`src/rtl/port_define.sv`:
```
// Global bus-width macros shared by the cache blocks.
// RegBus is the architectural register/data word width.
`ifndef RegBus
`define RegBus 32
`endif

```
`src/rtl/cache_pkg.sv`:
```
// Shared types, line geometry and address helpers for the cache refill path.
// Optional feature macro: CACHE_CRITICAL_WORD_FIRST_EN.
`ifndef RegBus
`define RegBus 32
`endif

package cache_pkg;

  typedef enum logic [1:0] {
    IDLE,
    REQ,
    BURST,
    DONE
  } refill_state_t;

  localparam int WORDS       = 4;
  localparam int OFF_W       = $clog2(WORDS);
  localparam int LINE_ADDR_W = 32;

  function automatic logic [LINE_ADDR_W-1:0] line_base(
    input logic [LINE_ADDR_W-1:0] addr
  );
    return addr & ~LINE_ADDR_W'(WORDS*4-1);
  endfunction

endpackage

```
`src/rtl/refill_beat_cnt.sv`:
```
// Modulo-WORDS beat counter: idx = start offset + beats seen, wrapping.
// last flags the final beat of the line.
module refill_beat_cnt
  import cache_pkg::*;
(
  input  logic             clk,
  input  logic             rst_n,
  input  logic             load,
  input  logic [OFF_W-1:0] start,
  input  logic             inc,
  output logic [OFF_W-1:0] idx,
  output logic             last
);

  logic [OFF_W-1:0] start_q;
  logic [OFF_W-1:0] cnt_q;

  always_ff @(posedge clk or negedge rst_n) begin
    if (!rst_n) begin
      start_q <= '0;
      cnt_q   <= '0;
    end else if (load) begin
      start_q <= start;
      cnt_q   <= '0;
    end else if (inc) begin
      cnt_q <= cnt_q + OFF_W'(1);
    end
  end

  assign idx  = start_q + cnt_q;
  assign last = (cnt_q == OFF_W'(WORDS-1));

endmodule

```
`src/rtl/cache_refill_ctrl.sv`:
```
// Cache miss/refill controller feeding the DataMux B/S inputs.
// Optional macro CACHE_CRITICAL_WORD_FIRST_EN: wrapped burst, early delivery.
module cache_refill_ctrl
  import cache_pkg::*;
#(
  parameter int ADDR_W = 32,
  parameter int DATA_W = `RegBus
) (
  input  logic              clk,
  input  logic              rst_n,
  input  logic              miss_valid,
  input  logic [ADDR_W-1:0] miss_addr,
  output logic              stall,
  output logic              mux_sel,
  output logic [DATA_W-1:0] refill_word,
  output logic              mem_req,
  output logic [ADDR_W-1:0] mem_addr,
  input  logic              mem_gnt,
  input  logic              mem_rvalid,
  input  logic [DATA_W-1:0] mem_rdata,
  output logic              fill_we,
  output logic [ADDR_W-1:0] fill_addr,
  output logic [DATA_W-1:0] fill_data,
  output logic              tag_we
);

  refill_state_t state, state_nx;

  logic [ADDR_W-1:0] miss_q;
  logic [DATA_W-1:0] word_q;
  logic [ADDR_W-1:0] base;
  logic [ADDR_W-1:0] req_addr;
  logic [OFF_W-1:0]  off;
  logic [OFF_W-1:0]  start;
  logic [OFF_W-1:0]  idx;
  logic              last;
  logic              accept;
  logic              beat;
  logic              hit;

  assign base   = ADDR_W'(line_base(LINE_ADDR_W'(miss_q)));
  assign off    = miss_q[OFF_W+1:2];
  assign accept = (state == IDLE) && miss_valid;
  assign beat   = (state == BURST) && mem_rvalid;
  assign hit    = beat && (idx == off);

`ifdef CACHE_CRITICAL_WORD_FIRST_EN
  assign start    = miss_addr[OFF_W+1:2];
  assign req_addr = {miss_q[ADDR_W-1:2], 2'b00};
`else
  assign start    = '0;
  assign req_addr = base;
`endif

  refill_beat_cnt u_cnt (
    .clk   (clk),
    .rst_n (rst_n),
    .load  (accept),
    .start (start),
    .inc   (beat),
    .idx   (idx),
    .last  (last)
  );

  always_ff @(posedge clk or negedge rst_n) begin
    if (!rst_n) begin
      state  <= IDLE;
      miss_q <= '0;
      word_q <= '0;
    end else begin
      state <= state_nx;
      if (accept) miss_q <= miss_addr;
      if (hit)    word_q <= mem_rdata;
    end
  end

`ifdef CACHE_CRITICAL_WORD_FIRST_EN
  // deliver_q pulses the cycle after the critical beat; served_q marks the
  // pipeline as released while the rest of the line streams in.
  logic deliver_q;
  logic served_q;

  always_ff @(posedge clk or negedge rst_n) begin
    if (!rst_n) begin
      deliver_q <= 1'b0;
      served_q  <= 1'b0;
    end else begin
      deliver_q <= hit;
      served_q  <= (state == BURST) && (served_q || deliver_q);
    end
  end
`endif

  always_comb begin
    state_nx = state;
    stall    = 1'b0;
    mux_sel  = 1'b0;
    mem_req  = 1'b0;
    fill_we  = 1'b0;
    tag_we   = 1'b0;
    unique case (state)
      IDLE: begin
        if (miss_valid) begin
          stall    = 1'b1;
          state_nx = REQ;
        end
      end
      REQ: begin
        stall   = 1'b1;
        mem_req = 1'b1;
        if (mem_gnt) state_nx = BURST;
      end
      BURST: begin
`ifdef CACHE_CRITICAL_WORD_FIRST_EN
        mux_sel = deliver_q;
        stall   = deliver_q ? 1'b0 : (served_q ? miss_valid : 1'b1);
`else
        stall   = 1'b1;
`endif
        fill_we = mem_rvalid;
        if (mem_rvalid && last) begin
          tag_we = 1'b1;
`ifdef CACHE_CRITICAL_WORD_FIRST_EN
          state_nx = IDLE;
`else
          state_nx = DONE;
`endif
        end
      end
      DONE: begin
`ifndef CACHE_CRITICAL_WORD_FIRST_EN
        mux_sel = 1'b1;
`endif
        state_nx = IDLE;
      end
      default: state_nx = IDLE;
    endcase
  end

  assign mem_addr    = (state == REQ) ? req_addr : '0;
  assign fill_addr   = beat ? base + (ADDR_W'(idx) << 2) : '0;
  assign fill_data   = beat ? mem_rdata : '0;
  assign refill_word = word_q;

endmodule

```
`config.mk`:
```
export PLATFORM = sky130hd
export DESIGN_NAME = cache_refill_ctrl
export DESIGN_NICKNAME = d
export VERILOG_FILES = /design/src/rtl/port_define.sv /design/src/rtl/cache_pkg.sv /design/src/rtl/refill_beat_cnt.sv /design/src/rtl/cache_refill_ctrl.sv
export SDC_FILE = /design/constraint.sdc
export NUM_CORES = 1
export LEC_CHECK = 0
export CAP_MARGIN = 20
export CORE_UTILIZATION = 35
export DETAILED_ROUTE_END_ITERATION = 7
export PLACE_DENSITY = 0.81
export REMOVE_ABC_BUFFERS = 1
export SLEW_MARGIN = 10
export SYNTH_ARGS = -nofsm -noshare
export SYNTH_HDL_FRONTEND = slang
export SYNTH_SLANG_ARGS = --single-unit
```
`constraint.sdc`:
```
create_clock -name clk -period 1.9 [get_ports clk]
set_input_delay 0.38 -clock clk [delete_from_list [all_inputs] [get_ports clk]]
set_output_delay 0.38 -clock clk [all_outputs]
set_load 0.02 [all_outputs]
```
==> results of run 1 <==
## area by class of cell
class | instances | area [sq um] | area share [%]
timing repair buffer | 249 | 2650 | 41.0
multi-input combinational | 184 | 1810 | 27.9
sequential | 66 | 1650 | 25.5
clock buffer | 14 | 173 | 2.67
tap | 133 | 166 | 2.57
inverter | 4 | 15.0 | 0.232
clock inverter | 2 | 10.0 | 0.155
## state kept, by name, indices dropped and copies added (netlist names)
register and flops:
refill_word 32, u_cnt.cnt_q 2, state 2, miss_q 30
## worst max-delay path, stage by stage, from the launching register on
cell     delay [ps]
dfrtp_1         430
ha_4            230
buf_12          140
buf_16          140
buf_6           110
and3_4          160
buf_6           120
## layer usage
layer	part of all wire [%]	up-vias
li1	-	1425
met4	1.7	0
met3	8.3	12
met5	0	-
met2	50	149
met1	40	1516
## cells by family after synthesis
| logic type | Yosys count |
|---|---|
| AOI/OAI and AO/OA | 6 |
| xor gates and xnor gates | 3 |
| adders and majority gates | 8 |
| buffers and inverters | 33 |
| DFF | 66 |
| muxes | 64 |
| other | 1 |
| and+or+nand+nor | 97 |
## layout by cell type (no fill, tap or decap)
cell,n
mux2_4,30
clkbuf_16,2
buf_6,83
clkdlybuf4s50_1,96
xnor2_1,3
clkbuf_8,12
a222oi_1,1
and3_1,50
a21oi_2,1
buf_8,2
inv_2,2
buf_16,2
a22oi_1,1
and2_4,29
dlygate4sd2_1,1
mux2_1,33
buf_12,12
a21oi_1,2
a2bb2oi_2,1
dfrtp_1,66
ha_4,3
mux2i_1,1
inv_1,2
conb_1,6
buf_4,47
clkinv_2,2
and3_4,14
nand2_1,2
ha_1,5
clkbuf_1,2
nor2_1,2
buf_2,4
## report_power, final
part           internal [uW]  total, uW  switching (uW)
sequential              2120       2630             505
combinational           3830       6790            2950
clock                    578       1090             510
total                   6530      10500            3970
## metrics by stage
stage | setup TNS, ps | utilization [%] | hold slack [ps] | worst slack [ps]
6_report | -1950 | 66.6 | 58.2 | -131
3_3_place_gp | -7540 | 58.9 | 428 | -132
5_1_grt | -7130 | 66.6 | 74.8 | -193
4_1_cts | -3760 | 61.3 | 48.1 | -191
2_1_floorplan | -37670 | - | 84.4 | -775
3_5_place_dp | -9880 | 58.9 | 433 | -157
## final timing paths
kind | from | to | slack [ps] | cells after the start
max | state[1] | fill_data[17] | -130 | 6
min | rst_n | miss_q[18] | 60 | 2
max reg2reg | state[1] | state[1] | 20 | 6
min reg2reg | refill_word[30] | refill_word[30] | 500 | 1
max in group asynchronous | rst_n | refill_word[20] | 1540 | 2
min in group clk | refill_word[30] | refill_word[30] | 500 | 1
## timing repair
action                                  4_1_cts  5_1_grt
endpoints found under the setup margin      121      106
pin swaps                                     0        3
cloned                                        5        3
gates resized for setup                     472      137
setup buffers                                10        7
==> results_dict.tcl, run 1 <==
set metrics [dict create \
    outcome "finished, violations left" \
    violations "negative setup slack" \
    fin_area_sq_um 6480 \
    netlist_instances 278 \
    synth_top_family_by_area "multiplexers" \
    yosysSeqAreaShare_pct 47.3 \
    place_area_sq_um 5730 \
    coreArea_sq_um 9730 \
    synth-main-ff-cell "dfrtp_1" \
    antenna_cells 0 \
    min_path_type "input port to async pin" \
    rsz0062_at_grt "true" \
    dr.pass1.iters 5 \
    drt_iter0_markers 55 \
    fin_skew_ps 8.72 \
    synthTopCellsByArea "dfrtp_1 47%, mux2_4 13%, and3_1 11%, mux2_1 11%, and2_1 5.0%" \
    cp_max_fo 6 \
    grt.met2_usage_pct 36.7 \
    synthMuxAreaShare_pct 23.8 \
    wl_microns 11900 \
    synth_cell_types 23 \
    overflow 0 \
    initial_core_util_pct 35.9 \
    synth-edff-count 0 \
    clkSlewWorstSetupHoldPaths_ps 70 \
    setup_ws_ps -131 \
    grt_max_degree 67 \
    min_period_ps 2030 \
    pwr_density_cell_nw_per_um2 1620 \
    rows 36 \
    grt_usage_pct 21.1 \
    vdd_ir_drop_max_uv 753 \
    setup_viol_count_final 59 \
    cts-root-buf "clkbuf_8" \
    yosysMostFrequentCell "dfrtp_1" \
    maxCapViolCount 0 \
    synth_top_area_share_pct 47.3 \
    max_freq_ghz 0.492 \
    nFillCells 714 \
    finalNetCount 591 \
    synth_compound_area_share_pct 1.18 \
    grt_pass1_wl_microns 16200 \
    power.static_leakage_uw 0.00315 \
    crit_required_ps 1520 \
    layout-drive-gt1-share_pct 47.4 \
    cts_max_path_buffers 2 \
    end_kind "primary output" \
    synth_seq_cells 66 \
    cts_tree "done" \
    drt-vias-per-instance 4.76 \
    clock_sinks 66 \
    synth-simple-area-share_pct 17.3 \
    vias 3102 \
    hold_buffers 0 \
    finalMaxSlewViolations 0 \
    syn_area_per_cell_sq_um 12.6 \
    port_buffers 193 \
    drc 0 \
    synth_common_cells "66 x dfrtp_1, 63 x and3_1, 33 x mux2_1, 30 x mux2_4, 28 x and2_1" \
    die_area_sq_um 10400 \
    met1_usage_pct 25.2 \
    fin_crit_sh_pct 107 \
    syn_area_sq_um 3490 \
    gp_congestion 0.793 \
    clock_latency_ps 330 \
    hold_violations 0 \
    dp_hpwl_microns 7000 \
    ios 202 \
    startpoint_type "register" \
    synth-xor-area-share_pct 0.753 \
    grt_pass1_vias 3059 \
    synth_fa_ha_area_share_pct 2.87 \
    grt_use_met3_pct 5.06 \
    yosys.area.top_type "dfrtp_1" \
    worstSetupPathType "register to primary output" \
    yosysWarnings 0 \
    dp_cells 615 \
    cp.arrival_ps 1650 \
    die_h_microns 102 \
    final_antenna_net_count 0 \
    wl_per_cell_microns 18.2 \
    stdcell_count 652 \
    syn_to_final_growth_pct 85.6 \
    die_w_microns 102 \
    cts_buffers 9 \
    ctsHtreeMaxLevel 3 \
    antenna_found_initial 0 \
    ys_async_sr_fraction_pct 100 \
    p_total_uw 10500 \
    grt.busiest_layer "met2" \
]
No activity file was read; power rests on OpenSTA's default activity.
==> inputs of run 2 (changes only) <==
==> constraint.sdc (replaced) <==
create_clock -name clk -period 1.8 [get_ports clk]
set_input_delay 0.36 -clock clk [delete_from_list [all_inputs] [get_ports clk]]
set_output_delay 0.36 -clock clk [all_outputs]
set_load 0.02 [all_outputs]
==> run 2 against run 1 <==
  * The run still ends with negative setup slack left
  * Setup slack improved by 27 ps
  * Final cell count shrank 0.92%
  * Flip-flop and latch count unchanged
  * Worst hold slack got worse by 43 ps
  * Largest power group unchanged
  * Power is 3.0% lower
  * Combinational power decreased by 9.1%
  * Sequential share of layout area increased by 1.3 points
  * Sequential power up 4%
  * Clock skew down 1.4 ps
==> results_dict.tcl, run 2 (synthesized netlist as in run 1, its figures left out) <==
set metrics [dict create \
    maxCapViolCount 0 \
    finalNetCount 586 \
    clkSlewWorstSetupHoldPaths_ps 70 \
    final_cell_mix "96 x clkdlybuf4s50_1, 74 x buf_4, 65 x dfrtp_1" \
    hold_ws_ps 14.7 \
    fin_skew_ps 7.35 \
    setup_viol_count_final 112 \
    antenna_found_initial 0 \
    startpoint_type "register" \
    setup_ws_ps -105 \
    place_ws_ps -244 \
    layout_commonest_cell "clkdlybuf4s50_1" \
    violations "negative setup slack" \
    tns_ps -4730 \
    grt_pass1_vias 2925 \
    cts-root-buf "clkbuf_8" \
    cp.arrival_ps 1540 \
    vdd_ir_drop_max_uv 712 \
    r2r-end "refill_word[2]" \
    die_h_microns 102 \
    grt_usage_pct 19.3 \
    die_w_microns 102 \
    dp_hpwl_microns 7050 \
    clock_sinks 66 \
    cts_tree "done" \
    rsz0062_at_grt "true" \
    clock_latency_ps 330 \
    end_kind "primary output" \
    ctsHtreeMaxLevel 3 \
    antenna_cells 0 \
    min_period_ps 1900 \
    dr.pass1.iters 4 \
    initial_core_util_pct 35.9 \
    cp_max_fo 6 \
    port_buffers 193 \
    wl_microns 10900 \
    layout-drive-gt1-share_pct 42.3 \
    p_total_uw 10200 \
    rrSetupSlack_ps -40 \
    pwr_density_cell_nw_per_um2 1650 \
    drt_iter0_markers 40 \
    worstSetupPathType "register to primary output" \
    cts_max_path_buffers 2 \
    min_path_type "input port to async pin" \
    r2r_cells 7 \
    cts_buffers 9 \
    reg2reg_from "state[0]" \
    final_antenna_net_count 0 \
    outcome "finished, violations left" \
    gp_congestion 0.782 \
    die_area_sq_um 10400 \
    hold_violations 0 \
    drc 0 \
    final_util_pct 63.4 \
    finalMaxSlewViolations 0 \
    coreArea_sq_um 9730 \
    drt-vias-per-instance 4.76 \
    largest_reg_flops 32 \
    ios 202 \
    power.static_leakage_uw 0.00303 \
    rows 36 \
    crit_required_ps 1440 \
    overflow 0 \
    grt_pass1_wl_microns 15100 \
    fin_crit_sh_pct 106 \
    max_freq_ghz 0.525 \
    vias 3078 \
    wl_per_cell_microns 16.8 \
    hold_buffers 0 \
    syn_to_final_growth_pct 76.9 \
    grt_max_degree 67 \
]
## run 2: cell types whose count changed in the layout (fill, tap and decap cells not counted), moves of 2 or more
cell,change
buf_12,-3
and2_1,+28
and3_4,+2
and2_4,-28
buf_6,-32
ha_2,+2
buf_4,+27
buf_2,+5
buf_16,-2
## run 2: routing by layer
layer  up-vias  GRT usage [%]  share of wire [%]
li1       1418              -                  -
met1      1497           23.4                 41
met2       148           33.7                 50
met3        15           4.72                7.7
met4         0           6.48                1.5
met5         -              0                  0
## run 2: critical path, cell delays in order (launching register included)
cell     delay (ps)
dfrtp_2         450
ha_4            220
buf_6           140
buf_6           110
and3_4          160
buf_6           120
## run 2: metrics by stage
step / instance area [sq um] / std cells
5_1_grt: 6170 / 646
2_1_floorplan: 3290 / 254
4_1_cts: 5850 / 642
6_report: 6170 / 646
3_5_place_dp: 5790 / 622
3_3_place_gp: 5790 / 622
## run 2: how the worst max path moves through the flow
stage / start / endpoint / slack (ps)
floorplan: state[0] / refill_word[30] / -880
global placement: miss_valid / stall / -190
detailed placement: state[0] / fill_addr[14] / -240
CTS: state[0] / fill_data[19] / -210
global route: state[0] / fill_data[12] / -160
finish: state[1] / fill_data[12] / -100
## run 2: power by group
part | leakage [uW] | internal [uW] | switching [uW] | total (uW)
clock network | 0.000106 | 745 | 531 | 1280
registers | 0.000792 | 2240 | 495 | 2740
logic | 0.00213 | 3330 | 2850 | 6170
total | 0.00303 | 6310 | 3870 | 10200
## run 2: repair_timing
item	in CTS	in global routing
setup endpoints to repair	128	129
pin swaps	0	7
gates cloned	2	5
gates resized for setup	396	151
endpoints found under the hold margin	0	0
buffers inserted	3	1
## run 2: final cells by class
| type | count | area, sq um |
|---|---|---|
| Fill cell | 733 | 3560 |
| Clock inverter | 2 | 35.0 |
| Clock buffer | 13 | 169 |
| Sequential cell | 66 | 1650 |
| Multi-Input combinational cell | 185 | 1750 |
| Tap cell | 133 | 166 |
| Inverter | 4 | 15.0 |
| Timing Repair Buffer | 243 | 2390 |
